`src/rtl/dense_l2.sv`:
```
// Fully-connected readout: streams the 32x32 layer-1 map once per output neuron,
// multiply-accumulates against ROM weights plus bias, then writes ReLU'd Q4.16 results.
module dense_l2 #(
  parameter int         NUM_OUT  = 10,
  parameter int         FEAT_LEN = 1024,
  parameter logic [2:0] L1_SEL   = 3'd3,
  parameter logic [2:0] OUT_SEL  = 3'd5
) (
  input  logic        clk,
  input  logic        reset,
  input  logic        start,
  output logic        busy,
  output logic        done,
  output logic        crd,
  output logic [11:0] caddr_rd,
  input  logic [19:0] cdata_rd,
  output logic        cwr,
  output logic [11:0] caddr_wr,
  output logic [19:0] cdata_wr,
  output logic [2:0]  csel,
  output logic [13:0] waddr,
  input  logic [19:0] wdata,
  output logic [3:0]  baddr,
  input  logic [19:0] bdata
);

  localparam int I_W = (FEAT_LEN > 1) ? $clog2(FEAT_LEN) : 1;

  typedef enum logic [2:0] {S_IDLE, S_INIT, S_MAC, S_WRITE, S_NEXT} state_t;

  state_t               state, state_next;
  logic [I_W-1:0]       feat_idx;
  logic [3:0]           n;
  logic signed [49:0]   acc;
  logic signed [39:0]   prod;
  logic signed [49:0]   acc_base, acc_sum;
  logic [20:0]          rounded;
  logic [19:0]          relu_out;
  logic                 last_feat, last_neuron;

  assign last_feat   = (feat_idx == I_W'(FEAT_LEN - 1));
  assign last_neuron = (n == 4'(NUM_OUT - 1));

  // Q4.16 x Q4.16 -> Q8.32; the bias enters aligned to the same binary point.
  assign prod     = $signed(cdata_rd) * $signed(wdata);
  assign acc_base = (feat_idx == '0) ? {{14{bdata[19]}}, bdata, 16'd0} : acc;
  assign acc_sum  = acc_base + {{10{prod[39]}}, prod};

  always_comb begin
    // NOTE: every always_comb output gets a default first so no path infers a latch.
    relu_out = '0;
    rounded  = {1'b0, acc[35:16]} + 21'(acc[15]);
    if (acc[49])
      relu_out = '0;
    else if ((|acc[48:35]) || (rounded > 21'h7FFFF))
      relu_out = 20'h7FFFF;
    else
      relu_out = rounded[19:0];
  end

  always_ff @(posedge clk) begin
    if (reset) state <= S_IDLE;
    else       state <= state_next;
  end

  always_comb begin
    state_next = state;
    unique case (state)
      S_IDLE:  if (start) state_next = S_INIT;
      S_INIT:  state_next = S_MAC;
      S_MAC:   if (last_feat) state_next = S_WRITE;
      S_WRITE: state_next = S_NEXT;
      S_NEXT:  state_next = last_neuron ? S_IDLE : S_INIT;
      default: state_next = S_IDLE;
    endcase
  end

  // NOTE: registered state uses non-blocking assignments so every register sees
  // pre-edge values; the accumulator is a plain register and is cleared on reset.
  always_ff @(posedge clk) begin
    if (reset) begin
      busy     <= 1'b0;
      done     <= 1'b0;
      crd      <= 1'b0;
      cwr      <= 1'b0;
      csel     <= '0;
      caddr_rd <= '0;
      caddr_wr <= '0;
      cdata_wr <= '0;
      waddr    <= '0;
      baddr    <= '0;
      feat_idx <= '0;
      n        <= '0;
      acc      <= '0;
    end else begin
      done <= 1'b0;
      unique case (state)
        S_IDLE: begin
          if (start) begin
            busy <= 1'b1;
            n    <= '0;
          end
        end
        S_INIT: begin
          crd      <= 1'b1;
          csel     <= L1_SEL;
          caddr_rd <= '0;
          waddr    <= 14'(int'(n) * FEAT_LEN);
          baddr    <= n;
          feat_idx <= '0;
        end
        S_MAC: begin
          acc <= acc_sum;
          if (!last_feat) begin
            caddr_rd <= caddr_rd + 12'd1;
            waddr    <= waddr + 14'd1;
            feat_idx <= feat_idx + 1'b1;
          end else begin
            crd <= 1'b0;
          end
        end
        S_WRITE: begin
          cwr      <= 1'b1;
          csel     <= OUT_SEL;
          caddr_wr <= 12'(n);
          cdata_wr <= relu_out;
        end
        S_NEXT: begin
          cwr <= 1'b0;
          n   <= n + 4'd1;
          if (last_neuron) begin
            // Leave every output at its idle value once the run completes.
            busy     <= 1'b0;
            done     <= 1'b1;
            csel     <= '0;
            caddr_rd <= '0;
            caddr_wr <= '0;
            cdata_wr <= '0;
            waddr    <= '0;
            baddr    <= '0;
            n        <= '0;
            acc      <= '0;
          end
        end
        default: ;
      endcase
    end
  end

endmodule
```
`config.mk`:
```
export PLATFORM = sky130hd
export DESIGN_NAME = dense_l2
export DESIGN_NICKNAME = d
export VERILOG_FILES = /design/src/rtl/dense_l2.sv
export SDC_FILE = /design/constraint.sdc
export NUM_CORES = 2
export LEC_CHECK = 0
export CORE_UTILIZATION = 40
export DETAILED_ROUTE_END_ITERATION = 10
export SKIP_LAST_GASP = 1
export SYNTH_ARGS = -nofsm -noshare
export SYNTH_HDL_FRONTEND = slang
export SYNTH_SLANG_ARGS = --single-unit
export TNS_END_PERCENT = 30
```
`constraint.sdc`:
```
create_clock -name clk -period 20.9 [get_ports clk]
set_input_delay 5.225 -clock clk [delete_from_list [all_inputs] [get_ports clk]]
set_output_delay 5.225 -clock clk [all_outputs]
set_load 0.01 [all_outputs]
```
== Yosys cells after proc, flatten, opt, wreduce, memory -nomap -nowiden ==
Index checks and enable logic that the tools add are counted.
W data, S select, Z words.
Operators by class
  bitwise operators: 1
  reduce and logical (&&, ||, !) cells: 22
  div/mod/pow operators: 0
  shift operators: 0
  $lt $le $gt $ge: 1
  multiply operators: 1
  eq/ne operators: 10
  muxes and demuxes: 34
  add/subtract/negate cells: 6
Operator list (count)
  $mux W50: 2
  $pmux W50 S2: 1
  $mux W20: 3
  $add A50 B50 Y50: 1
  $pmux W14 S3: 1
  $mul A20 B20 Y40: 1
  $pmux W20 S2: 1
  $pmux W12 S3: 1
  $mux W14: 2
  $mux W12: 2
  $pmux W12 S2: 1
  $add A20 B1 Y21: 1
  $gt A21 B19 Y1 const B: 1
  $pmux W10 S2: 1
  $pmux W4 S2: 2
  $reduce_and A2 Y1: 8
  $pmux W3 S5: 1
  $add A14 B1 Y14 const B: 1
  $reduce_or A14 Y1: 1
  $add A12 B1 Y12 const B: 1
  $mux W4: 3
  $add A10 B1 Y10 const B: 1
  $eq A10 B10 Y1 const B: 1
  $logic_not A10 Y1: 1
  other kinds (18): 36
Word-level totals
  memories kept: 0
  RAM bits: 0
  word-level logic and storage cells: 89
  input bits: 63
  flip-flop bits (word level): 136
  bits in read-only memories: 0
  bits in latches: 0

== Logic depth before layout (Yosys ltp) ==
  depth after elaboration: 6
  gate-level depth with buffers: 40

== Least setup slack after synthesis ==
OpenSTA, ideal clock, no wires.
  path type: input to register
  from: input port wdata[4]
  to: register acc[47]
  arrival time: 13506 ps
  required time: 20783 ps
  buffers on the path: 1
  stages on the path: 38
  path slack: 7277 ps
  path through: clkbuf_1 -> and2_1 -> fa_1 -> fa_1 -> inv_1 -> fa_1 -> inv_1 -> fa_1 -> inv_1 -> fa_1 -> inv_1 -> fa_1 -> inv_1 -> fa_1 -> inv_1 -> ha_1 -> a21oi_1 -> nor2_1 -> [... 2 more ...] -> a211oi_4 -> o21a_1 -> o21bai_2 -> a21o_1 -> a311o_1 -> a21oi_2 -> xnor2_1 -> ha_1 -> a21o_1 -> a21o_1 -> nand3_1 -> nand2_1 -> a221o_1 -> o21a_1 -> a41o_1 -> a21oi_2 -> mux2i_1 -> nand2_1
On the way
  cells in the longest elaborated chain, start to end: 3
RTL lines
  start, declared: line 22  | input logic [19:0] wdata,
  $mul A20 B20 Y40: line 45  | assign prod = $signed(cdata_rd) * $signed(wdata);
  $add A50 B50 Y50: line 47  | assign acc_sum = acc_base + {{10{prod[39]}}, prod};
  $pmux W50 S2: line 97  | unique case (state)
  end signal, assigned: line 113  | acc <= acc_sum;
  end, declared: line 34  | logic signed [49:0] acc;
Every way passes these cells.
A chain may end at the register's enable or synchronous reset.

== Final worst setup path ==
  from: input port wdata[6]
  to: register acc[44]
Same word-level chain as after synthesis.

==> summary.md <==
* **family of cells with the greatest summed delay on the critical path** adder cells
* **top library cells by usage in the layout, fill and taps aside** inv_1 (500), fa_1 (421), nand2_1 (265)
* **largest fanout on the critical path** 20
* **DRC errors left** 0
* **fmax** 67.7 MHz
* **commonest non-fill, non-tap cell in the layout** inv_1
* **violation count after the first detailed-route iteration** 838
* **max-capacitance violation count** 0
* **slack of the worst reg-to-reg path** 16130 ps
* **initial antenna violation count** 1
* **depth of the most critical reg-to-reg path** 19
* **sequential cell area fraction in the yosys report** 10.8%
* **Final Instance Area** 26000 µm²
* **cts-stage hold buffer count** 0
* **clock buffer count from CTS** 17
* **antenna-violating nets left** 0
* **share of synthesized registers carrying an async set or reset** 0%
* **post-route clock period utilization** 70.6%
* **Port Buf Inserts** 123
* **kind of start point of the critical path** input pin
* **Synth Flop Type** dfxtp_1
* **hold_sp** acc[14]
* **crit end category** flip-flop
* **Root Driver** clkbuf_16
* **hold path cells** 2
* **final number of max-transition violations** 0
* **Core Box Area** 58000 µm²
* **Vias per Instance** 5.20
* **Period minus WS final** 14760 ps
* **Chip Width** 245 µm
* **clk slew on worst S/H paths** 60 ps
* **remaining global-route overflow** 0
* **Area growth, synth to finish** 10.1%
* **number of global-route vias before repair** 20.0k
* **share of cells above drive strength 1** 3.55%
* **EDFF count, synth** 0
* **DRT Pass-1 Iters** 7
* **pin count of the biggest net entering global routing** 76
* **pin slew with the least headroom to its limit** 1030 ps
* **worst flop-to-flop path endpoint** acc[48]
* **IO Count** 132
* **total of flip-flops plus latches after synthesis** 128
* **destination of the worst hold path** acc[14]
* **HP Class** reg -> reg
* **H-tree depth reported by CTS** 4
* **result of the run** finished, final reports clean
* **clock insertion delay at the later pin of the skew report** 440 ps
* **Worst Clk Skew** 13.2 ps
* **final weighted congestion in routability-driven placement** 0.911
* **Netlist cell types** 82
* **number of buffers on the longest clock path** 2
* **worst path arrival time** 15050 ps
* **Worst Path Buf+Inv** 7
* **setup repair after global routing missed its margin** false
* **CTS sink cnt** 128
* **Post-CTS Setup Bufs** 0
* **final antenna diode count** 0
* **synthesized area** 23700 µm²
* **normalized max-slew margin** 31.2%
* **Most common cell on crit path** fa_1
* **type of the worst setup path** in -> reg
* **Avg Cell Area, Syn** 8.60 µm²
* **Via Count** 18.5k
* **HPWL after DPL** 47500 µm
* **Die Footprint** 60100 µm²
* **Final Net Count** 3424
* **Hold Vio Cnt, Final** 0
* **die boundary height** 245 µm
* **number of gates given a new drive strength after cts** 0
* **setup_tns** 0 ps
* **average detailed-routed wire length per instance** 16.6 µm
* **cell count after synthesis** 2751
* **number of endpoints failing setup at the final stage** 0
* **routed wire length** 59100 µm
* **Cell Area, Placed** 25400 µm²
* **slowest stage delay, CP** 900 ps
* **Std-Cell Rows** 88
* **overall track demand over capacity in global routing** 20.7%
* **initial cell density of the core** 40.8%
* **first-pass GRT wire length** 99800 µm
* **clock tree from TritonCTS** built
* **Required @ worst endpoint** 21190 ps
* **number of warning messages in the yosys log** 0
* **final cell utilization of the core** 44.9%
* **startpoint of the worst-slack reg-to-reg timing path** feat_idx[0]
* **cell with the largest stage delay on the worst path** clkdlybuf4s50_1
[registers in the layout (all words and copies together) (netlist names)]
name      count
feat_idx     10
busy          1
cwr           1
csel          3
n             4
state         3
waddr        14
cdata_wr     20
caddr_rd     12
acc          50
baddr         4
caddr_wr      4
crd           1
done          1
[worst max path at each step]
stage,from,endpoint,slack (ps),depth (start not counted)
6_report,wdata[6],acc[44],6140,38
5_1_grt,cdata_rd[9],acc[44],5720,38
4_1_cts,wdata[6],acc[44],6170,38
3_5_place_dp,wdata[6],acc[45],5780,38
3_3_place_gp,cdata_rd[9],acc[44],5870,38
2_1_floorplan,wdata[4],acc[47],7280,38
[cell type report]
type	count	area [µm²]
Clock inverter	15	181
Clock buffer	17	425
Fill cell	5614	32000
Sequential cell	128	2560
Tap cell	765	957
Multi-Input combinational cell	1987	18700
Timing Repair Buffer	141	1360
Inverter	501	1880
[cell families (layout without fill, tap and decap cells)]
| logic type | count (synthesis) | after routing | synth area share [%] |
|---|---|---|---|
| fa+ha+maj | 585 | 585 | 44.3 |
| compound gates | 402 | 402 | 10.9 |
| mux | 24 | 24 | 1.12 |
| other cells | 1 | 8 | 0.0159 |
| flops | 128 | 128 | 10.8 |
| buf+inv | 643 | 674 | 10.4 |
| simple gates | 851 | 851 | 18.0 |
| xor+xnor | 117 | 117 | 4.45 |
[cells in the mapped netlist (all sizes together) (5+ instances only)]
cell type	number	area, µm²
fa	421	8430
nand3	66	330
a211oi	15	138
xor2	52	455
o21ai	69	349
buf	22	118
nand2b	20	125
nor2b	13	88.8
xnor2	64	576
a21boi	5	37.5
dfxtp	128	2560
inv	501	1880
a22oi	18	135
o21bai	9	71.3
ha	164	2050
a21oi	157	801
and3	20	125
or3	21	131
nor4	7	56.3
nor3b	5	37.5
mux2	19	214
o21a	20	150
nor2	139	524
and2	239	1500
a21o	59	443
nor3	19	100
clkbuf	120	450
nand4	24	150
nand2	265	995
a31oi	13	109
mux2i	5	50.1
[through the flow]
stage                     worst slack [ps]  hold slack [ps]  cells
after floorplan                       7280              423   2758
after global placement                5870              437   3522
after detailed placement              5780              444   3522
after CTS                             6170              453   3554
after global routing                  5720              492   3554
final                                 6140              455   3554
[routing by layer]
layer  up-vias  track usage [%]  share of wire, %
met5         -                0                 0
met4         0             5.85               2.7
met3        99             2.18               3.5
met2       410             38.5                53
met1      9365             24.9                41
li1       8624                -                 -
[worst reg2reg max path, cell delays in order (launching register included)]
cell and delay, ps:
dfxtp_1 380, inv_1 90, ha_1 210, nand4b_2 70, buf_4 510, and2_1 240
ha_1 160, inv_1 50, fa_1 410, nor2b_1 130, o21ai_1 90, a21boi_1 240
o2111ai_1 280, a211oi_1 630, o21a_1 240, a21o_1 190, a31oi_2 170, o31ai_2 290
mux2i_1 210, nand2_1 60
Power is not shown: default switching activity piles up to over one toggle a cycle in this logic, so the estimate is an artifact.
